### src/rtl/uart_rx.sv
// 8N1 UART receiver with a valid/ready byte output.
// Flags stop-bit framing errors and overruns.
module uart_rx #(
    parameter int CLKS_PER_BIT = 16
) (
    input  logic       clk,
    input  logic       reset,
    input  logic       rx_in,
    input  logic       rx_ready,
    output logic [7:0] rx_data,
    output logic       rx_valid,
    output logic       frame_error,
    output logic       overrun,
    output logic       rx_busy
);

    localparam int CW = $clog2(CLKS_PER_BIT);
    localparam logic [CW-1:0] HALF = CW'(CLKS_PER_BIT / 2 - 1);
    localparam logic [CW-1:0] FULL = CW'(CLKS_PER_BIT - 1);

    typedef enum logic [2:0] {
        IDLE,
        START,
        DATA,
        STOP,
        WAIT_HIGH
    } state_t;

    state_t        state;
    logic [1:0]    sync;
    logic          s;
    logic [CW-1:0] cnt;
    logic [2:0]    idx;
    logic [7:0]    shreg;
    logic          done_ok;
    logic          done_bad;

    assign s       = sync[1];
    assign rx_busy = (state != IDLE);

    always_ff @(posedge clk or posedge reset) begin
        if (reset) begin
            sync        <= 2'b11;
            state       <= IDLE;
            cnt         <= '0;
            idx         <= '0;
            shreg       <= '0;
            done_ok     <= 1'b0;
            done_bad    <= 1'b0;
            rx_data     <= 8'h00;
            rx_valid    <= 1'b0;
            frame_error <= 1'b0;
            overrun     <= 1'b0;
        end else begin
            sync        <= {sync[0], rx_in};
            done_ok     <= 1'b0;
            done_bad    <= 1'b0;
            frame_error <= done_bad;
            overrun     <= 1'b0;

            // Stop-sample result is applied one edge later on the outputs
            if (done_ok) begin
                if (!rx_valid || rx_ready) begin
                    rx_data  <= shreg;
                    rx_valid <= 1'b1;
                end else begin
                    overrun <= 1'b1;
                end
            end else if (rx_valid && rx_ready) begin
                rx_valid <= 1'b0;
            end

            case (state)
                IDLE: begin
                    if (!s) begin
                        state <= START;
                        cnt   <= '0;
                    end
                end
                START: begin
                    if (cnt == HALF) begin
                        cnt   <= '0;
                        idx   <= '0;
                        state <= s ? IDLE : DATA;
                    end else begin
                        cnt <= cnt + 1'b1;
                    end
                end
                DATA: begin
                    if (cnt == FULL) begin
                        cnt        <= '0;
                        shreg[idx] <= s;
                        if (idx == 3'd7) begin
                            state <= STOP;
                        end else begin
                            idx <= idx + 3'd1;
                        end
                    end else begin
                        cnt <= cnt + 1'b1;
                    end
                end
                STOP: begin
                    if (cnt == FULL) begin
                        cnt <= '0;
                        if (s) begin
                            done_ok <= 1'b1;
                            state   <= IDLE;
                        end else begin
                            done_bad <= 1'b1;
                            state    <= WAIT_HIGH;
                        end
                    end else begin
                        cnt <= cnt + 1'b1;
                    end
                end
                WAIT_HIGH: begin
                    if (s) begin
                        state <= IDLE;
                    end
                end
                default: state <= IDLE;
            endcase
        end
    end

endmodule

### config.mk
export PLATFORM = sky130hd
export DESIGN_NAME = uart_rx
export DESIGN_NICKNAME = d
export VERILOG_FILES = /design/src/rtl/uart_rx.sv
export SDC_FILE = /design/constraint.sdc
export NUM_CORES = 1
export LEC_CHECK = 0
export ABC_AREA = 1
export CAP_MARGIN = 10
export CELL_PAD_IN_SITES_DETAIL_PLACEMENT = 1
export CELL_PAD_IN_SITES_GLOBAL_PLACEMENT = 2
export CORE_ASPECT_RATIO = 1.25
export CORE_MARGIN = 2
export CORE_UTILIZATION = 38
export DETAILED_ROUTE_END_ITERATION = 8
export PLACE_DENSITY = 0.93
export SLEW_MARGIN = 10
export SYNTH_ARGS = -nofsm -noshare
export SYNTH_HDL_FRONTEND = slang
export SYNTH_SLANG_ARGS = --single-unit
### constraint.sdc
create_clock -name clk -period 2.8 [get_ports clk]
set_clock_uncertainty 0.05 [all_clocks]
set_input_delay 0.7 -clock clk [delete_from_list [all_inputs] [get_ports clk]]
set_output_delay 0.7 -clock clk [all_outputs]
set_load 0.01 [all_outputs]
# After elaboration in Yosys (flattened, before gate mapping)
# Index checks and enable logic that the tools add are counted.
[totals] register_bits=33 inputBits=4 out_inout_bits=12 word_cells=77
[op_classes] order_cmp=2 n_eq_ne=15 muxes=31 reduce_logical=16 n_addsub=2
[ops] cell="3-bit two-way mux" count=10
[ops] cell="3-bit one-hot mux with 5 select lines" count=1
[ops] cell="2-bit != test (second input constant)" count=7
[ops] cell="1-bit two-way mux" count=12
[ops] cell="4-bit two-way mux" count=3
[ops] cell="4-bit one-hot mux with 3 select lines" count=1
[ops] cell="8-bit bitwise mux" count=1
[ops] cell="2-bit AND reduction" count=4
[ops] cell="3-bit by 2-bit == test with 1-bit output (second input constant)" count=2
[ops] cell="3-bit == test (second input constant)" count=2
[ops] cell="3-bit one-hot mux with 2 select lines" count=1
[ops] cell="6-bit AND reduction" count=1
[ops] cell="3-bit nonzero test" count=2
[ops] cell="4-bit by 1-bit adder with 4-bit output (second input constant)" count=1
[ops] cell="4-bit by 3-bit == test with 1-bit output (second input constant)" count=1
[ops] cell="4-bit == test (second input constant)" count=1
[ops] cell="3-bit by 4-bit less-than comparator with 1-bit output (second input constant)" count=1
[ops] cell="4-bit AND reduction" count=1
[ops] cell="2-bit nonzero test" count=2
[ops] cell="3-bit by 1-bit adder with 3-bit output (second input constant)" count=1
[ops] cell="1-bit demux with 3-bit select" count=1
[ops] cell="3-bit by 1-bit == test with 1-bit output (second input constant)" count=1
[ops] cell="3-bit by 1-bit greater-or-equal comparator with 1-bit output (second input constant)" count=1
[ops] cell="3-bit logical NOT" count=1
[ops] cell="6 further kinds" count=7

# Longest topological paths before layout
# Gate-level depths: netlist (run 1).
[logic_depth] word_depth=5 ltp_mapped=9 mapped_depth_nobuf=9

# Worst setup path after synthesis (run 1)
# Ideal clock, no wire load.
[synth_timing] path_kind="input port to flip-flop" start="in rx_ready" end="reg rx_data[0]" arrival_time_ns=1.357 path_stages=4 setup_ns=0.125 required_ns=2.625 setup_slack_ns=1.268 cell_sequence="inv_1 > nand2_1 > nand2_1 > mux2_2"
[synth_between] elab_chain_len=2
[synth_lines] element="from (decl)" line_no="9" text="input logic rx_ready,"
[synth_lines] element="1-bit logical OR" line_no="63" text="if (!rx_valid || rx_ready) begin"
[synth_lines] element="2-bit AND reduction (no source line)"
[synth_lines] element="to (signal assigned)" line_no="64" text="rx_data <= shreg;"
[synth_lines] element="to (decl)" line_no="10" text="output logic [7:0] rx_data,"
# Every way passes these cells.
# A chain may end at the register's enable or synchronous reset.

# Worst setup path in the final report (run 1)
[layout_timing] start="reg state[0]" end="out rx_busy"
[layout_between] elab_chain_len=1
[layout_lines] element="from (decl)" line_no="29" text="state_t state;"
[layout_lines] element="from (signal assigned)" line_no="84" text="state <= s ? IDLE : DATA;"
[layout_lines] element="3-bit nonzero test" line_no="39" text="assign rx_busy = (state != IDLE);"
[layout_lines] element="to (decl)" line_no="14" text="output logic rx_busy"
# Every way passes these cells.

==> run_results.csv, run 1 <==
group,metric,value,unit
run_status,status,"finished clean",
synth,yosysMostFrequentCell,"nand2_1",
power,powerDensity,715.4,nW/um2
synth,synth_edf_count,0,
clock_network,cts.clk_slew.worst_paths,60,ps
cells_and_area,design_area,1876,um2
clock_network,cts_setup_buffers,0,
timing,worst_pin_slew,474.5,ps
synth,synth_top_family_by_area,"simple AND/OR/NAND/NOR gates",
synth,synth_commonest_cells,"nand2_1, dfrtp_1, inv_1",
timing,clock.fmax,432.4,MHz
floorplan,num_rows,26,
cells_and_area,drive_gt1_share,20.43,%
timing,period_needed,2313,ps
floorplan,dieWidth,61.41,um
cells_and_area,antenna_cells,0,
worst_setup_path,critical_path.max_fanout,6,
synth,synthArstFlopShare,100.0,%
worst_setup_path,critPathRequiredTime,2050,ps
timing,relSlewSlack,68.36,%
synth,synth.distinct_cells,24,
clock_network,clockRootBuffer,"clkbuf_8",
worst_hold_path,holdPathStages,0,
placement,dp_hpwl,2482,um
route,ant_nets,0,
synth,synthXorXnorAreaFrac,0,%
clock_network,cts.path.max_buffers,2,
clock_network,ctsResizeCount,0,
synth,synth_top_area_share,49.56,%
synth,synth-seq-area-share,52.92,%
power,leakagePower,0.8955,nW
worst_setup_path,worst-setup-path-type,"reg2out",
route,vias,1180,
route,wire_per_inst,13.00,um
synth,synth_adder_area_share,2.398,%
synth,synth_area_per_cell,9.662,um2
global_route,grt_pass1_vias,1226,
route,wirelength,3145,um
clock_network,cts_tree,"built",
power,irDropWorstVdd,401.6,uV
worst_setup_path,cp-end-kind,"primary output",
floorplan,core_region_area,4034,um2
timing,rsz0062_at_grt,"no",
global_route,grt_max_degree,34,
global_route,grt_pass1_wl,5444,um
synth,synth-compound-area-share,6.715,%
synth,syn-num-nets,169,
clock_network,clock_sinks,33,
worst_setup_path,start_kind,"flop",
route,drt_iter0_drc,23,
worst_hold_path,hp-class,"reg2reg",
timing,tns,0,ps
cells_and_area,final_nets,192,
synth,synth_mux_area_share,6.395,%
floorplan,ios,16,
timing,post-route-period-util,82.60,%
clock_network,cts-htree-levels,2,
synth,synth_area_leaders,"dfrtp_1, nand2_1, mux2_2",
clock_network,cts_buffers,5,
synth,ys.flop_type,"dfrtp_1",
route,dr.pass1.iters,4,
placement,port_buffers,15,
synth,synthSimpleGateAreaFrac,27.02,%
worst_setup_path,arrival,1560,ps
placement,placed_cell_area,1793,um2
worst_setup_path,reg2reg_depth,8,
timing,setup_violations,0,
synth,ys_ff_latch,33,
timing,hold_viol,0,
route,drc_errors,0,
floorplan,initial_core_util,38.80,%
cells_and_area,fill_cells,499,
timing,slew_viol_final,0,
global_route,grt_usage,16.02,%
route,via_per_inst,4.876,
clock_network,clk_latency,280,ps
job,maxCapViolCount,0,
floorplan,die-area,4652,um2
placement,globalplace.congestion,0.7678,
synth,yosys_warnings,0,
clock_network,cts_hold_buf,0,
synth,syn_area,1565,um2
global_route,overflow,0,
synth,post-synth-top-area-cell,"dfrtp_1",
floorplan,die_h,75.76,um
global_route,antenna_found_initial,0,
cells_and_area,syn_to_final_growth,19.82,%
synth,netlist_instances,162,
## area by class of cell
class | instances | area, um2 | area share, %
Inverter | 19 | 71.32 | 3.803
Tap cell | 56 | 70.07 | 3.736
Timing Repair Buffer | 16 | 157.7 | 8.406
Clock buffer | 6 | 72.57 | 3.869
Clock inverter | 2 | 10.01 | 0.5337
Multi-Input combinational cell | 110 | 665.6 | 35.49
Sequential cell | 33 | 828.3 | 44.16
## power breakdown
| group | total, mW | switching (mW) | internal, mW | leakage, nW |
|---|---|---|---|---|
| sequential | 0.579 | 0.0601 | 0.519 | 0.446 |
| clock | 0.342 | 0.170 | 0.172 | 0.0450 |
| combinational | 0.421 | 0.273 | 0.147 | 0.404 |
| total | 1.34 | 0.503 | 0.838 | 0.895 |
## metrics by stage
stage / power [mW] / setup slack [ps] / util [%] / hold slack (ps) / std cells
after floorplan: 0.9019 / 1268 / - / 281.2 / 162
after global placement: 0.9828 / 788.7 / 44.45 / 282.8 / 234
after detailed placement: 1.011 / 750.0 / 44.45 / 286.3 / 234
after CTS: 1.367 / 477.4 / 46.50 / 302.4 / 242
after global routing: 1.444 / 357.8 / 46.50 / 313.9 / 242
final: 1.342 / 487.3 / 46.50 / 299.9 / 242
## cells by family (layout without fill, tap and decap cells)
family,Yosys count,count (layout)
AOI/OAI and AO/OA,20,20
adders and majority gates,3,3
buffers and inverters,19,43
DFF,33,33
muxes,9,9
and+or+nand+nor,78,78
## critical path, stage by stage, from the launching register on
cell             delay (ps)
dfrtp_1                 450
nor2_1                  260
nand2_1                  80
clkdlybuf4s50_1         490
## sequential cells by signal (all words and copies together) (netlist names)
register     cells
sync             2
done_bad         1
cnt              4
rx_valid         1
rx_data          8
frame_error      1
overrun          1
idx              3
done_ok          1
shreg            8
state            3
## layer usage
layer  track usage, %  wire length [um]
met4            7.565                61
met1            16.90              1269
met3            4.244               106
met2            29.08              1708
met5                0                 0
## path summary, 6_finish.rpt
| check | startpoint | end | slack, ps |
|---|---|---|---|
| setup / recovery | state[0] | rx_busy | 490 |
| hold reg to reg | done_bad | frame_error | 300 |
| hold / removal | done_bad | frame_error | 300 |
| setup reg to reg | cnt[0] | state[1] | 1210 |
| max in group asynchronous | reset | sync[0] | 1610 |
| min in group asynchronous | reset | cnt[3] | 770 |
## cells in the final DEF, fill, tap and decap left out, drive strengths merged, types with 2 or more instances in the layout
cell type,count
nand3b,2
nand3,15
mux2,8
nand2,39
a21oi,6
dfstp,2
nor2,18
clkdlybuf4s50,15
inv,19
o21ai,12
clkbuf,6
dfrtp,31
clkinv,2
ha,3
nand4,3
No activity file was read; power rests on OpenSTA's default activity.
==> run 2: changes to the inputs <==
- CORE_UTILIZATION: 38 -> 35
- PLACE_DENSITY: 0.93 -> 0.87
- clock period: 2.8 -> 2.3 ns (I/O delays scaled with it)
==> run 2 against run 1 <==
  * Worst setup slack worse by 380 ps
  * Non-clock buffer count unchanged
  * Sequential share of layout area decreased by 0.35 points
  * Sequential power rose by 21%
  * Sequential cell count is the same
  * Die area rose by 8.1%
  * Critical path type unchanged
  * Critical endpoint unchanged
  * Largest cell class unchanged
  * Highest routed layer unchanged
==> run_results.csv, run 2 (synthesis results as in run 1) <==
group,metric,value,unit
route,dr.pass1.iters,3,
worst_setup_path,start_kind,"flop",
global_route,antenna_found_initial,0,
placement,port_buffers,15,
worst_setup_path,worst-setup-path-type,"reg2out",
power,leakagePower,0.9001,nW
clock_network,cts_hold_buf,0,
cells_and_area,final_common_cell,"nand2_1",
timing,clock.fmax,457.0,MHz
timing,relSlewSlack,64.37,%
route,vias,1181,
timing,period_needed,2188,ps
timing,slew_viol_final,0,
run_status,status,"finished clean",
floorplan,num_rows,27,
route,drt_iter0_drc,20,
floorplan,die-area,5027,um2
power,fin_total_pwr,1.616,mW
route,via_per_inst,4.840,
worst_hold_path,min_to,"frame_error",
worst_setup_path,worstReg2RegEnd,"idx[2]",
power,irDropWorstVdd,542.4,uV
floorplan,die_h,78.77,um
timing,hold_viol,0,
route,top_layer,"met4",
floorplan,dieWidth,63.82,um
worst_setup_path,cp-end-kind,"primary output",
clock_network,clock_sinks,33,
cells_and_area,final_cell_mix,"nand2_1, dfrtp_1, inv_1, clkdlybuf4s50_1, nand3_1",
route,wl_met3,113,um
clock_network,cts_tree,"built",
cells_and_area,fill_cells,493,
worst_setup_path,r2r_slack,710,ps
clock_network,clockRootBuffer,"clkbuf_8",
clock_network,cts_buffers,5,
clock_network,cts.path.max_buffers,2,
global_route,grt_pass1_wl,5623,um
cells_and_area,antenna_cells,0,
worst_setup_path,reg2reg_from,"idx[0]",
worst_hold_path,hp-class,"reg2reg",
cells_and_area,drive_gt1_share,20.43,%
placement,globalplace.congestion,0.8173,
floorplan,core_region_area,4358,um2
cells_and_area,stdcell_count,244,
timing,setup_violations,0,
clock_network,clk_latency,280,ps
clock_network,cts_setup_buffers,0,
cells_and_area,final_nets,192,
placement,place_inst,236,
floorplan,ios,16,
worst_setup_path,reg2reg_depth,8,
clock_network,ctsResizeCount,0,
global_route,grt_max_degree,23,
timing,worst_pin_slew,533.8,ps
timing,post-route-period-util,95.14,%
timing,rsz0062_at_grt,"no",
cells_and_area,reg.largest.list,"rx_data: 8 flops, shreg: 8 flops, cnt: 4 flops",
worst_setup_path,critPathRequiredTime,1670,ps
worst_setup_path,arrival,1560,ps
worst_setup_path,critical_path.max_fanout,6,
global_route,grt_pass1_vias,1211,
cells_and_area,syn_to_final_growth,20.78,%
clock_network,cts-htree-levels,2,
clock_network,cts.clk_slew.worst_paths,60,ps
floorplan,initial_core_util,35.92,%
route,ant_nets,0,
route,wire_per_inst,12.82,um
route,wirelength,3127,um
worst_hold_path,holdCritStartpoint,"done_bad",
route,met1_length,1302,um
power,powerDensity,855.0,nW/um2
worst_hold_path,holdPathStages,0,
global_route,grt_usage,14.50,%
job,maxCapViolCount,0,
placement,dp_hpwl,2521,um
timing,tns,0,ps
route,drc_errors,0,
route,met2_length,1664,um
global_route,overflow,0,
[run 2: changes by cell type in the layout (fill, tap and decap cells not counted)]
| cell | delta |
|---|---|
| buf_12 | +1 |
| buf_4 | -1 |
[run 2: report_power, final]
part | internal, mW | switching [mW]
clock | 0.209 | 0.191
sequential | 0.632 | 0.0688
combinational | 0.182 | 0.333
[run 2: how the worst max path moves through the flow]
stage	start	endpoint	slack, ps
final	state[0]	rx_busy	110
after global placement	rx_ready	rx_data[6]	410
after floorplan	rx_ready	rx_data[0]	890
after detailed placement	rx_ready	rx_data[0]	370
after CTS	state[0]	rx_busy	110
after global routing	state[0]	rx_busy	20
[run 2: layout make-up]
cell class	count	area, um2	share of cell area (%)
well taps	58	72.57	3.839
repair buffers	16	170.2	9.001
clock buffers	6	72.57	3.839
clock inverters	2	10.01	0.5295
flip-flops and latches	33	828.3	43.81
inverters	19	71.32	3.772
multi-input cells	110	665.6	35.21
[run 2: per-layer routing]
layer	vias up	GRT usage (%)
li1	577	-
met4	0	5.870
met2	19	25.94
met1	581	15.78
met3	4	4.391
met5	-	0
[run 2: critical path: stages (launching register included)]
cell and delay [ps]:
dfrtp_1 440, nor2_1 270, nand2_1 90, clkdlybuf4s50_1 480
[run 2: stage by stage]
| step | utilization (%) | worst slack, ps | instance area [um2] | hold WS (ps) |
|---|---|---|---|---|
| global route | 43.38 | 19.08 | 1891 | 312.1 |
| finish | 43.38 | 111.7 | 1891 | 306.5 |
| detailed placement | 41.49 | 371.8 | 1808 | 295.7 |
| global placement | 41.49 | 413.0 | 1808 | 283.0 |
| CTS | 43.38 | 108.2 | 1891 | 307.8 |
| floorplan | - | 893.2 | 1565 | 281.2 |
